## config.mk

```make
export PLATFORM = sky130hd
export DESIGN_NAME = mov_reg_bank
export DESIGN_NICKNAME = d
export VERILOG_FILES = /design/src/rtl/mov_reg_bank_pkg.sv /design/src/rtl/mov_reg_bank_src_select.sv /design/src/rtl/mov_reg_bank.sv
export SDC_FILE = /design/constraint.sdc
export NUM_CORES = 1
export LEC_CHECK = 0
export BUFFER_PORTS_ARGS = -buffer_cell sky130_fd_sc_hd__clkbuf_2
export CAP_MARGIN = 20
export CORE_UTILIZATION = 51
export CTS_BUF_LIST = sky130_fd_sc_hd__clkbuf_8
export DETAILED_ROUTE_END_ITERATION = 7
export PLACE_DENSITY = 0.79
export SYNTH_ARGS = -nofsm -noshare
export SYNTH_HDL_FRONTEND = slang
export SYNTH_SLANG_ARGS = --single-unit
```

## constraint.sdc

```tcl
create_clock -name clk -period 1.6 [get_ports clk]
set_clock_uncertainty 0.1 [all_clocks]
set_input_delay 0.24 -clock clk [delete_from_list [all_inputs] [get_ports clk]]
set_output_delay 0.24 -clock clk [all_outputs]
set_load 0.005 [all_outputs]
```

## src/rtl/mov_reg_bank_pkg.sv

```systemverilog
// mov_reg_bank_pkg
//   Definitions shared by the MOV register bank:
//   - DW       : default data width of registers and data ports
//   - state_t  : FSM state encoding (IDLE, READ, WRITE)
//   - SEL_R0..SEL_R6, SEL_MEM : 3-bit source/destination selector codes
package mov_reg_bank_pkg;

  localparam int unsigned DW = 8;

  localparam int unsigned NUM_REGS = 7;

  typedef enum logic [1:0] {
    IDLE  = 2'd0,
    READ  = 2'd1,
    WRITE = 2'd2
  } state_t;

  localparam logic [2:0] SEL_R0  = 3'd0;
  localparam logic [2:0] SEL_R1  = 3'd1;
  localparam logic [2:0] SEL_R2  = 3'd2;
  localparam logic [2:0] SEL_R3  = 3'd3;
  localparam logic [2:0] SEL_R4  = 3'd4;
  localparam logic [2:0] SEL_R5  = 3'd5;
  localparam logic [2:0] SEL_R6  = 3'd6;
  localparam logic [2:0] SEL_MEM = 3'd7;

  // True when a selector addresses one of the registers rather than memory.
  function automatic logic is_reg_sel(input logic [2:0] sel);
    return sel != SEL_MEM;
  endfunction

endpackage

```

## src/rtl/mov_reg_bank_src_select.sv

```systemverilog
// src_select
//   Purely combinational 8:1 source selector for the MOV register bank.
//   Ports:
//     sel       : source select, SEL_R0..SEL_R6 pick R0-R6, SEL_MEM picks mem
//     r0 .. r6  : current register contents
//     mem       : memory read data
//     data      : selected source value
module src_select
  import mov_reg_bank_pkg::*;
#(
  parameter int unsigned DW = mov_reg_bank_pkg::DW
) (
  input  logic [2:0]    sel,
  input  logic [DW-1:0] r0,
  input  logic [DW-1:0] r1,
  input  logic [DW-1:0] r2,
  input  logic [DW-1:0] r3,
  input  logic [DW-1:0] r4,
  input  logic [DW-1:0] r5,
  input  logic [DW-1:0] r6,
  input  logic [DW-1:0] mem,
  output logic [DW-1:0] data
);

  always_comb begin
    data = '0;
    unique case (sel)
      SEL_R0:  data = r0;
      SEL_R1:  data = r1;
      SEL_R2:  data = r2;
      SEL_R3:  data = r3;
      SEL_R4:  data = r4;
      SEL_R5:  data = r5;
      SEL_R6:  data = r6;
      SEL_MEM: data = mem;
      default: data = '0;
    endcase
  end

endmodule

```

## src/rtl/mov_reg_bank.sv

```systemverilog
// mov_reg_bank
//   Seven-register bank executing "MOV Rx,Ry" commands through a three-state
//   FSM (IDLE -> READ -> WRITE -> IDLE), plus an immediate load port that can
//   write any register in any state.
//
//   Ports:
//     clk, nrst           : clock (rising edge), asynchronous active-low reset
//     cmd_valid/cmd_ready : command handshake; ready only in IDLE
//     cmd_src             : source select (0-6 = R0-R6, 7 = MEMCEE)
//     cmd_dst             : destination select (0-6 = R0-R6, 7 = memory write)
//     MEMCEE              : memory read data
//     ld_en/ld_sel/ld_data: immediate load; ld_sel = 7 is ignored
//     R0 .. R6            : register contents
//     mem_we/mem_wdata    : memory write strobe/data, valid in the done cycle
//     done                : one-cycle pulse after a move completes
//     zflag               : (MOV_FLAGS_EN only) moved value was zero
//
//   Optional feature: define MOV_FLAGS_EN to add the zflag output.
module mov_reg_bank
  import mov_reg_bank_pkg::*;
#(
  parameter int unsigned         DW      = mov_reg_bank_pkg::DW,
  parameter logic [DW-1:0]       RST_VAL = '0
) (
  input  logic          clk,
  input  logic          nrst,
  input  logic          cmd_valid,
  output logic          cmd_ready,
  input  logic [2:0]    cmd_src,
  input  logic [2:0]    cmd_dst,
  input  logic [DW-1:0] MEMCEE,
  input  logic          ld_en,
  input  logic [2:0]    ld_sel,
  input  logic [DW-1:0] ld_data,
  output logic [DW-1:0] R0,
  output logic [DW-1:0] R1,
  output logic [DW-1:0] R2,
  output logic [DW-1:0] R3,
  output logic [DW-1:0] R4,
  output logic [DW-1:0] R5,
  output logic [DW-1:0] R6,
  output logic          mem_we,
  output logic [DW-1:0] mem_wdata,
  output logic          done
`ifdef MOV_FLAGS_EN
  ,
  output logic          zflag
`endif
);

  state_t        state;
  state_t        state_nxt;

  logic [2:0]    src_q;
  logic [2:0]    dst_q;
  logic [DW-1:0] hold;
  logic [DW-1:0] src_data;
  logic [DW-1:0] regs [NUM_REGS];

  logic          accept;
  logic          write_edge;

  // ---------------------------------------------------------------------------
  // FSM
  // ---------------------------------------------------------------------------
  always_ff @(posedge clk or negedge nrst) begin
    if (!nrst) begin
      state <= IDLE;
    end else begin
      state <= state_nxt;
    end
  end

  always_comb begin
    state_nxt  = state;
    cmd_ready  = 1'b0;
    accept     = 1'b0;
    write_edge = 1'b0;
    unique case (state)
      IDLE: begin
        cmd_ready = 1'b1;
        accept    = cmd_valid;
        if (cmd_valid) begin
          state_nxt = READ;
        end
      end
      READ: begin
        state_nxt = WRITE;
      end
      WRITE: begin
        write_edge = 1'b1;
        state_nxt  = IDLE;
      end
      default: begin
        state_nxt = IDLE;
      end
    endcase
  end

  // ---------------------------------------------------------------------------
  // Command latch and hold register
  // ---------------------------------------------------------------------------
  always_ff @(posedge clk or negedge nrst) begin
    if (!nrst) begin
      src_q <= SEL_R0;
      dst_q <= SEL_R0;
    end else if (accept) begin
      src_q <= cmd_src;
      dst_q <= cmd_dst;
    end
  end

  src_select #(
    .DW (DW)
  ) u_src_select (
    .sel  (src_q),
    .r0   (regs[0]),
    .r1   (regs[1]),
    .r2   (regs[2]),
    .r3   (regs[3]),
    .r4   (regs[4]),
    .r5   (regs[5]),
    .r6   (regs[6]),
    .mem  (MEMCEE),
    .data (src_data)
  );

  // The selector sees the pre-edge register values, so an immediate load to
  // the source register on the READ edge cannot leak into the hold value.
  always_ff @(posedge clk or negedge nrst) begin
    if (!nrst) begin
      hold <= '0;
    end else if (state == READ) begin
      hold <= src_data;
    end
  end

  // ---------------------------------------------------------------------------
  // Register file: the move takes priority over an immediate load to the same
  // register; loads to other registers proceed in parallel.
  // ---------------------------------------------------------------------------
  always_ff @(posedge clk or negedge nrst) begin
    if (!nrst) begin
      for (int unsigned i = 0; i < NUM_REGS; i++) begin
        regs[i] <= RST_VAL;
      end
    end else begin
      for (int unsigned i = 0; i < NUM_REGS; i++) begin
        if (write_edge && (dst_q == 3'(i))) begin
          regs[i] <= hold;
        end else if (ld_en && is_reg_sel(ld_sel) && (ld_sel == 3'(i))) begin
          regs[i] <= ld_data;
        end
      end
    end
  end

  assign R0 = regs[0];
  assign R1 = regs[1];
  assign R2 = regs[2];
  assign R3 = regs[3];
  assign R4 = regs[4];
  assign R5 = regs[5];
  assign R6 = regs[6];

  // ---------------------------------------------------------------------------
  // Completion and memory write: both registered at the WRITE edge so they are
  // visible together for the single cycle that follows.
  // ---------------------------------------------------------------------------
  always_ff @(posedge clk or negedge nrst) begin
    if (!nrst) begin
      done      <= 1'b0;
      mem_we    <= 1'b0;
      mem_wdata <= '0;
    end else begin
      done   <= write_edge;
      mem_we <= write_edge && !is_reg_sel(dst_q);
      if (write_edge && !is_reg_sel(dst_q)) begin
        mem_wdata <= hold;
      end
    end
  end

`ifdef MOV_FLAGS_EN
  always_ff @(posedge clk or negedge nrst) begin
    if (!nrst) begin
      zflag <= 1'b0;
    end else if (write_edge) begin
      zflag <= (hold == '0);
    end
  end
`endif

endmodule

```

==> results.cfg <==
[synth]
synth_compound_area_share_pct = 11.7
yosysSeqAreaShare_pct = 48.8
ys_types = 36
synth_flop_cell = dfrtp_1
synth-edff-count = 0
synth_nets = 434
async_reset_ff_share_pct = 100
synth.area.mux_share_pct = 21.9
yosys.area_share.adder_pct = 0
yosys.area.top_type_share_pct = 48.8
yosys.area.top_type = dfrtp_1
ys_warn_count = 0
synth-simple-area-share_pct = 13.5
ys_top_cells_by_area = dfrtp_1 (49%), mux2i_1 (18%), a21oi_1 (4.3%), o21ai_0 (4.2%), mux2_2 (3.5%)
postSynthCellCount = 405
synth-xor-area-share_pct = 0
synthesis.area_mm2 = 0.00421
syn_avg_cell_area_um2 = 10.4
synth_seq_cells = 82
synth_top_family_by_area = multiplexers

[place]
dpl.cell_count = 597
io_buffers = 95
hpwl_um = 8250
place_area_mm2 = 0.00497
gp_congestion = 0.888

[sta]
finalHoldViolCount = 0
max_freq_mhz = 644
relSlewSlack_pct = 72.4
finalSetupViolations = 0
worst_slew_pin_slew_ns = 0.415
report.final.slew_viol_count = 0
fin_crit_sh_pct = 97.1
fin_crit_ns = 1.55
rsz0062_at_grt = true

[cts]
cts_buffers = 9
clock_sinks = 82
htree_levels = 3
clock_latency_ns = 0.35
cts_tree = yes
cts_buffer_depth = 2
root_buffer = clkbuf_8
cts.clk_slew.worst_paths_ns = 0.08

[pwr]
p_clk_share_pct = 17.1
pwr-share-comb_pct = 35.8
vdd_drop_max_mv = 1.10
p_per_area_mw_per_mm2 = 1690
internal_power_mw = 5.47
netSwitchingPower_mw = 3.33
power_leakage_nw = 2.48
fin_total_pwr_mw = 8.80
p_seq_share_pct = 47.1
swShare_pct = 37.8

[detailed_routing]
drt-pass1-iter-count = 5
drt-total-wl_um = 11800
drc = 0
drtAntennaViolNets = 0
post_drt_wl_per_cell_um = 19.1
dr.first_iter.drc_count = 249
via_per_inst = 5.87
vias = 3613

[critical_path]
worstSetupEndpointType = flip-flop
crit_path_start_kind = flip-flop
crit_required_ns = 1.73
path_max_fanout = 8
crit_arrival_ns = 1.68
crit_type = reg -> reg

[layout]
fin_cells = 616
nets = 539
drive_gt1_share_pct = 32.5
final_cell_mix = clkbuf_2 (94), dfrtp_1 (81), mux2i_1 (75)
areaGrowthSynthToFinish_pct = 24.0
fin_area_mm2 = 0.00522
finish.utilization_pct = 66.5
final_common_cell = clkbuf_2
fillers = 638
n_antenna_cell = 0

[floorplanning]
row_count = 32
die_y_um = 92.8
core_area_mm2 = 0.00785
dieArea_mm2 = 0.00862
initial_core_util_pct = 53.6
ios = 96
die_w_um = 92.8

[run_status]
status = finished, final reports clean

[global_route]
track_usage_pct = 28.1
grt_pass1_vias = 3475
grt-ovfl-total = 0
grt_pass1_wl_um = 18100
grt_max_degree = 30
antenna_found_initial = 0

[min_path]
hold_path.class = in -> reg

[job]
cap_violations = 0
[final timing paths]
kind                         startpoint      endpoint  slack [ns]  cells past startpoint
max                            src_q[0]       hold[0]        0.05                      4
min                          cmd_dst[1]      dst_q[1]        0.02                      2
max reg2reg                    src_q[0]       hold[0]        0.05                      4
min reg2reg                mem_wdata[7]  mem_wdata[7]        0.41                      1
max in group asynchronous          nrst       hold[6]        0.64                      3
min in group asynchronous          nrst         R3[4]        0.25                      2
[cells in the mapped netlist (all sizes together), types with 3 or more instances]
cell / instances
nand4b: 3
mux2i: 75
mux2: 13
buf: 18
a211oi: 8
a21oi: 36
nor3b: 11
nand2: 37
nand3b: 4
nor2: 36
o22ai: 10
clkbuf: 14
inv: 3
o21ai: 37
dfrtp: 82
[timing repair]
| item | CTS | global route |
|---|---|---|
| resized for setup | 0 | 6 |
| hold buffers | 2 | 0 |
| buffers inserted | 0 | 2 |
| setup endpoints to repair | 0 | 22 |
| hold endpoints to repair | 27 | 0 |
[power groups by stage]
stage | clock network (mW) | registers, mW | logic, mW
floorplan | 0 | 3.75 | 1.89
global placement | 0 | 4.10 | 3.00
detailed placement | 0 | 4.14 | 3.12
CTS | 1.53 | 4.11 | 3.14
global route | 1.61 | 4.25 | 3.49
finish | 1.50 | 4.14 | 3.15
[routing by layer]
layer  up-vias  part of all wire [%]  GRT usage, %  routed length, um
met2       161                    47          43.2               5570
met4         0                   2.2          12.3                261
met3        25                   7.1          4.43                834
met5         -                     0             0                  0
li1       1642                     -             -                  -
met1      1785                    43          39.5               5090
[critical path, cell delays in order, from the launching register on]
cell and delay (ns):
dfrtp_2 0.48, or3_4 0.41, or3_1 0.31, o21ai_1 0.08, a31oi_1 0.05
[stage by stage]
step | hold slack (ns) | setup slack, ns | setup TNS [ns]
global route | 0.0129 | -0.0223 | -0.102
detailed placement | 0.0992 | 0.0411 | 0
floorplan | -0.156 | 0.0476 | 0
finish | 0.0198 | 0.0460 | 0
CTS | 0.0103 | 0.0170 | 0
global placement | 0.0910 | 0.0771 | 0
[layout make-up]
type	instances	area, um^2	share of cell area, %
Sequential cell	82	2050	39.4
Timing Repair Buffer	126	820	15.7
Multi-Input combinational cell	288	2010	38.6
Inverter	3	11.3	0.216
Tap cell	102	128	2.45
Clock inverter	5	55.1	1.06
Clock buffer	10	138	2.64
[registers in the layout, summed over array words and instances, names as in the netlist, 8 cells and up]
register,cells
R0,8
R1,8
R2,8
R3,8
R4,8
R5,8
R6,8
hold,8
mem_wdata,8
[logic make-up after synthesis]
| family | Yosys count |
|---|---|
| and+or+nand+nor | 107 |
| AOI/OAI and AO/OA | 92 |
| muxes | 89 |
| DFF | 82 |
| buffers and inverters | 35 |
Note: power is estimated with default switching activity, not from simulation.
